## src/rtl/wavetable_pkg.sv

```systemverilog
// Constants and state encoding shared by the wavetable reader and loader.
package wavetable_pkg;

    localparam int VOICES         = 4;
    localparam int WTB_RAM_SIZE   = 61;
    localparam int WTB_RAM_SIZE_W = 6;
    localparam int PHASE_W        = 8;
    localparam int WFM_W          = 8;

    localparam logic [7:0] SILENCE = 8'h80;

    typedef enum logic [2:0] {
        IDLE   = 3'd0,
        RD_WTB = 3'd1,
        RD_WFM = 3'd2,
        CALC   = 3'd3,
        DONE   = 3'd4
    } state_t;

    // Morph positions past the last table entry read the last entry.
    function automatic logic [WTB_RAM_SIZE_W-1:0] clamp_morph(input logic [WTB_RAM_SIZE_W-1:0] pos);
        if (pos > WTB_RAM_SIZE_W'(WTB_RAM_SIZE - 1))
            return WTB_RAM_SIZE_W'(WTB_RAM_SIZE - 1);
        return pos;
    endfunction

endpackage

```

## src/rtl/wavetable_interp.sv

```systemverilog
// Crossfade datapath: sample = a + floor((b - a) * factor / 256), registered.
module wavetable_interp
    import wavetable_pkg::*;
#(
    parameter int DATA_W = 8,
    parameter int COEF_W = 8
) (
    input  logic              clk,
    input  logic              rst_n,
    input  logic              en,
    input  logic              mute,
    input  logic [DATA_W-1:0] a,
    input  logic [DATA_W-1:0] b,
    input  logic [COEF_W-1:0] factor,
    output logic [DATA_W-1:0] sample
);

    localparam int PW = DATA_W + COEF_W + 1;

    // The floor shift keeps the result between a and b, so no saturation is needed.
    function automatic logic [DATA_W-1:0] crossfade(input logic [DATA_W-1:0] fa,
                                                    input logic [DATA_W-1:0] fb,
                                                    input logic [COEF_W-1:0] ff);
        logic signed [DATA_W:0] diff;
        logic signed [COEF_W:0] coef;
        logic signed [PW-1:0]   prod;
        logic signed [PW-1:0]   sum;
        diff = $signed({1'b0, fb}) - $signed({1'b0, fa});
        coef = $signed({1'b0, ff});
        prod = PW'(diff) * PW'(coef);
        sum  = PW'($signed({1'b0, fa})) + (prod >>> COEF_W);
        return DATA_W'(sum);
    endfunction

    always_ff @(posedge clk or negedge rst_n) begin
        if (!rst_n)
            sample <= DATA_W'(SILENCE);
        else if (en)
            sample <= mute ? DATA_W'(SILENCE) : crossfade(a, b, factor);
    end

endmodule

```

## src/rtl/wavetable_reader.sv

```systemverilog
// Per-tick walk over voices 0..3: wavetable RAM lookup, waveform ROM reads, crossfade.
module wavetable_reader
    import wavetable_pkg::*;
(
    input  logic                               clk,
    input  logic                               rst_n,
    input  logic                               tick,
    input  logic [VOICES*WTB_RAM_SIZE_W-1:0]   morph_pos,
    input  logic [VOICES*PHASE_W-1:0]          phase,
    input  logic                               loader_idle,
    input  logic [1:0]                         loader_voice,
    output logic                               wtb_ram_re,
    output logic [1:0]                         wtb_ram_sel,
    output logic [WTB_RAM_SIZE_W-1:0]          wtb_ram_addr_r,
    input  logic [WFM_W-1:0]                   wtb_ram_wfm_l_r,
    input  logic [WFM_W-1:0]                   wtb_ram_wfm_r_r,
    input  logic [7:0]                         wtb_ram_factor_r,
    output logic                               wfm_rom_re,
    output logic [WFM_W+PHASE_W-1:0]           wfm_rom_addr_a,
    output logic [WFM_W+PHASE_W-1:0]           wfm_rom_addr_b,
    input  logic [7:0]                         wfm_rom_data_a,
    input  logic [7:0]                         wfm_rom_data_b,
    output logic [7:0]                         sample,
    output logic [1:0]                         sample_voice,
    output logic                               sample_valid,
    output logic                               frame_done,
    output logic                               busy,
    output logic                               overrun
);

    state_t                      state, state_nxt;
    logic [1:0]                  voice;
    logic                        mute_p1;
    logic [7:0]                  factor_p1;
    logic                        mute_now;
    logic [WTB_RAM_SIZE_W-1:0]   morph_v;
    logic [PHASE_W-1:0]          phase_v;

    always_comb begin
        morph_v  = morph_pos[WTB_RAM_SIZE_W*voice +: WTB_RAM_SIZE_W];
        phase_v  = phase[PHASE_W*voice +: PHASE_W];
        mute_now = !loader_idle && (loader_voice == voice);
    end

    always_comb begin
        state_nxt      = state;
        wtb_ram_re     = 1'b0;
        wtb_ram_sel    = voice;
        wtb_ram_addr_r = '0;
        wfm_rom_re     = 1'b0;
        wfm_rom_addr_a = '0;
        wfm_rom_addr_b = '0;
        case (state)
            IDLE: begin
                if (tick)
                    state_nxt = RD_WTB;
            end
            RD_WTB: begin
                wtb_ram_re     = !mute_now;
                wtb_ram_addr_r = clamp_morph(morph_v);
                state_nxt      = RD_WFM;
            end
            // RAM data arrives this cycle and feeds the ROM addresses directly.
            RD_WFM: begin
                wfm_rom_re     = !mute_p1;
                wfm_rom_addr_a = {wtb_ram_wfm_l_r, phase_v};
                wfm_rom_addr_b = {wtb_ram_wfm_r_r, phase_v};
                state_nxt      = CALC;
            end
            CALC: begin
                state_nxt = (voice == 2'd3) ? DONE : RD_WTB;
            end
            DONE: begin
                state_nxt = IDLE;
            end
            default: state_nxt = IDLE;
        endcase
    end

    always_ff @(posedge clk or negedge rst_n) begin
        if (!rst_n)
            state <= IDLE;
        else
            state <= state_nxt;
    end

    always_ff @(posedge clk or negedge rst_n) begin
        if (!rst_n) begin
            voice        <= '0;
            mute_p1      <= 1'b0;
            factor_p1    <= '0;
            sample_valid <= 1'b0;
            sample_voice <= '0;
            frame_done   <= 1'b0;
            overrun      <= 1'b0;
        end else begin
            if (state == IDLE && tick)
                voice <= '0;
            else if (state == CALC && voice != 2'd3)
                voice <= voice + 2'd1;
            if (state == RD_WTB)
                mute_p1 <= mute_now;
            if (state == RD_WFM)
                factor_p1 <= wtb_ram_factor_r;
            sample_valid <= (state == CALC);
            frame_done   <= (state == CALC) && (voice == 2'd3);
            if (state == CALC)
                sample_voice <= voice;
            if (tick && state != IDLE)
                overrun <= 1'b1;
        end
    end

    assign busy = (state != IDLE);

    // ROM data for this voice is valid during CALC; the result lands in sample next cycle.
    wavetable_interp #(
        .DATA_W (8),
        .COEF_W (8)
    ) u_interp (
        .clk    (clk),
        .rst_n  (rst_n),
        .en     (state == CALC),
        .mute   (mute_p1),
        .a      (wfm_rom_data_a),
        .b      (wfm_rom_data_b),
        .factor (factor_p1),
        .sample (sample)
    );

endmodule

```

## config.mk

```make
export PLATFORM = sky130hd
export DESIGN_NAME = wavetable_reader
export DESIGN_NICKNAME = d
export VERILOG_FILES = /design/src/rtl/wavetable_pkg.sv /design/src/rtl/wavetable_interp.sv /design/src/rtl/wavetable_reader.sv
export SDC_FILE = /design/constraint.sdc
export NUM_CORES = 1
export LEC_CHECK = 0
export CAP_MARGIN = 20
export CORE_MARGIN = 2
export CORE_UTILIZATION = 45
export CTS_CLUSTER_DIAMETER = 80
export CTS_CLUSTER_SIZE = 12
export DETAILED_ROUTE_END_ITERATION = 10
export PLACE_DENSITY = 0.79
export SYNTH_ARGS = -nofsm -noshare
export SYNTH_HDL_FRONTEND = slang
export SYNTH_SLANG_ARGS = --single-unit
```

## constraint.sdc

```tcl
create_clock -name clk -period 7 [get_ports clk]
set_input_delay 1.4 -clock clk [delete_from_list [all_inputs] [get_ports clk]]
set_output_delay 1.4 -clock clk [all_outputs]
set_load 0.02 [all_outputs]
```

==> results.toml <==
[grt]
first_global_vias = 4739
grt_usage = 0.238
grt_max_degree = 35
grt.overflow.total = 0
antenna_found_initial = 0
grt_pass1_wl_um = 21900

[cells_and_area]
final_cell_mix = "147 x clkdlybuf4s50_1, 84 x inv_1, 70 x buf_4"
finish.utilization = 0.711
multi_input_area_um2 = 3960
fillers = 762
regArea_um2 = 677
area_growth_pct = 52.7
num_antenna_cells = 0
drive_gt1_frac = 0.236
nNetsFinal = 931
layout_commonest_cell = "clkdlybuf4s50_1"

[drt]
drt_iter0_markers = 183
ant_nets = 0
firstDrtPassIters = 4
viasPerCell = 5.09
wl_per_cell_um = 16.3
via_count = 4395
drt_wl_total_um = 14100
route.detailed.drc = 0

[min_path]
min-delay-path-class = "flip-flop to flip-flop"

[logic_synthesis]
syn_area_um2 = 4830
ys.flop_type = "dfrtp_1"
syn_area_per_cell_um2 = 9.28
yosysWarnings = 0
ys_types = 48
ys_seq_elements = 27
synth-async-reset-ratio = 1.00
synth_edf_count = 0
syn_inst = 520
synth.net_count = 722
seq_area_frac_synth = 0.140

[sta]
min_period_ps = 7400
post-route-period-util = 1.06
finalWorstSetupSlack_ps = -399
hold_violations = 0
worstMarginPinSlew_ps = 805
timing.setup.tns_ps = -1050
drv_slew = 0
fmax_mhz = 135
whs_ps = 468
rsz0062_at_grt = "yes"
skew_ps = 8.61
setup_viol = 4
slew_headroom = 0.463

[floorplanning]
die_w_um = 108
core_region_area_um2 = 10400
die-area_um2 = 11600
fp.dieH_um = 108
rows = 37
start_util = 0.465
ios = 158

[setup_path]
crit_arrival_ps = 7620
start_kind = "primary input"
cp_max_fo = 4
cp_slowest_cell = "fa_1"
cpPeakStageDelay_ps = 510
crit_type = "primary input to flip-flop"
critPathRequiredTime_ps = 7220
cp-end-kind = "flip-flop"

[cts]
root_buffer = "clkbuf_8"
clk_pin_slew_worst_paths_ps = 100
cts_buffer_depth = 2
cts_sinks = 27
ctsHoldBuffers = 0
htreeDepth = 1
cts_buffers = 3
cts_tree = "built"
clk_latency_ps = 290

[job]
cap_violations = 0

[outcome]
violations = "negative setup slack"
outcome = "complete, but fails checks"

[placement]
gp_congestion = 0.845
port_buffers = 157
dp_hpwl_um = 11100
pre_cts_ws_ps = -1050
synthesized netlist by cell type, types with 2 or more instances:
cell type,number,area [µm²]
a21boi_1,2,15.0
a21o_1,5,37.5
a21oi_1,15,75.1
a22o_1,4,35.0
and2_1,49,307
and2b_1,3,22.5
and3_1,2,12.5
buf_2,2,10.0
buf_4,8,60.1
clkbuf_1,14,52.6
dfrtp_1,26,651
fa_1,53,1060
ha_1,47,588
inv_1,92,345
mux2_2,14,158
mux2i_1,4,40.0
mux4_2,14,315
nand2_1,48,180
nand2b_1,17,106
nand4_1,2,12.5
nor2_1,19,71.3
nor2b_1,15,93.8
nor3_1,5,25.0
o21a_1,3,22.5
o21ai_0,4,20.0
o21ai_1,4,20.0
o21ai_2,3,26.3
xnor2_1,16,140
xor2_1,11,96.3
per-stage QoR:
stage | instance area [µm²] | instances
3_3_place_gp | 7010 | 846
5_1_grt | 7370 | 864
3_5_place_dp | 7010 | 846
2_1_floorplan | 4960 | 520
4_1_cts | 7190 | 860
6_report | 7370 | 864
per-layer routing:
layer / up-vias / track usage / part of all wire
li1: 2049 / - / -
met1: 2202 / 0.298 / 0.40
met2: 123 / 0.440 / 0.54
met3: 21 / 0.0321 / 0.045
met4: 0 / 0.0421 / 0.015
met5: - / 0 / 0
worst paths after layout:
check | from | to | slack [ps] | depth (start not counted)
max in group asynchronous | rst_n | u_interp.sample[7] | 5180 | 2
min in group asynchronous | rst_n | factor_p1[3] | 1490 | 2
hold reg to reg | overrun | overrun | 470 | 1
setup reg to reg | factor_p1[2] | u_interp.sample[7] | 1340 | 25
hold / removal | overrun | overrun | 470 | 1
setup / recovery | wfm_rom_data_a[5] | u_interp.sample[7] | -400 | 29
cell type report:
class,count,share of cell area
Clock buffer,3,0.00560
Inverter,92,0.0494
Tap cell,136,0.0231
Sequential cell,27,0.0918
Timing Repair Buffer,230,0.293
Clock inverter,1,0.000679
Multi-Input combinational cell,375,0.537
worst max-delay path: cells and delay by family:
family                   cells  cell delay, ps
AO/OA/AOI/OAI               10            1540
XOR/XNOR                     2             340
adder cells (fa/ha/maj)      7            2930
buffers and inverters        5             680
multiplexers                 1             330
AND/OR/NAND/NOR              4             390
kinds of logic after synthesis:
group           after synthesis  synth area share
buf+inv                     118             0.100
compound gates               48            0.0697
mux                          32             0.106
simple gates                166             0.185
flops                        27             0.140
fa+ha+maj                   100             0.342
xor+xnor                     29            0.0570
state kept, by name, indices dropped and copies added (netlist names):
name and cells:
factor_p1 8, u_interp.sample 8, state 3, sample_voice 2, wtb_ram_sel 2, frame_done 1, mute_p1 1, overrun 1
sample_valid 1
repair_timing:
action                     in CTS  in global routing
setup buffers                  10                  4
gates resized for setup        34                 39
pin swaps                      39                 42
setup endpoints to repair       7                  6
Power is left out: the tool's default activity adds up to more than one toggle a clock period on the data nets, which glitch-free logic cannot reach.
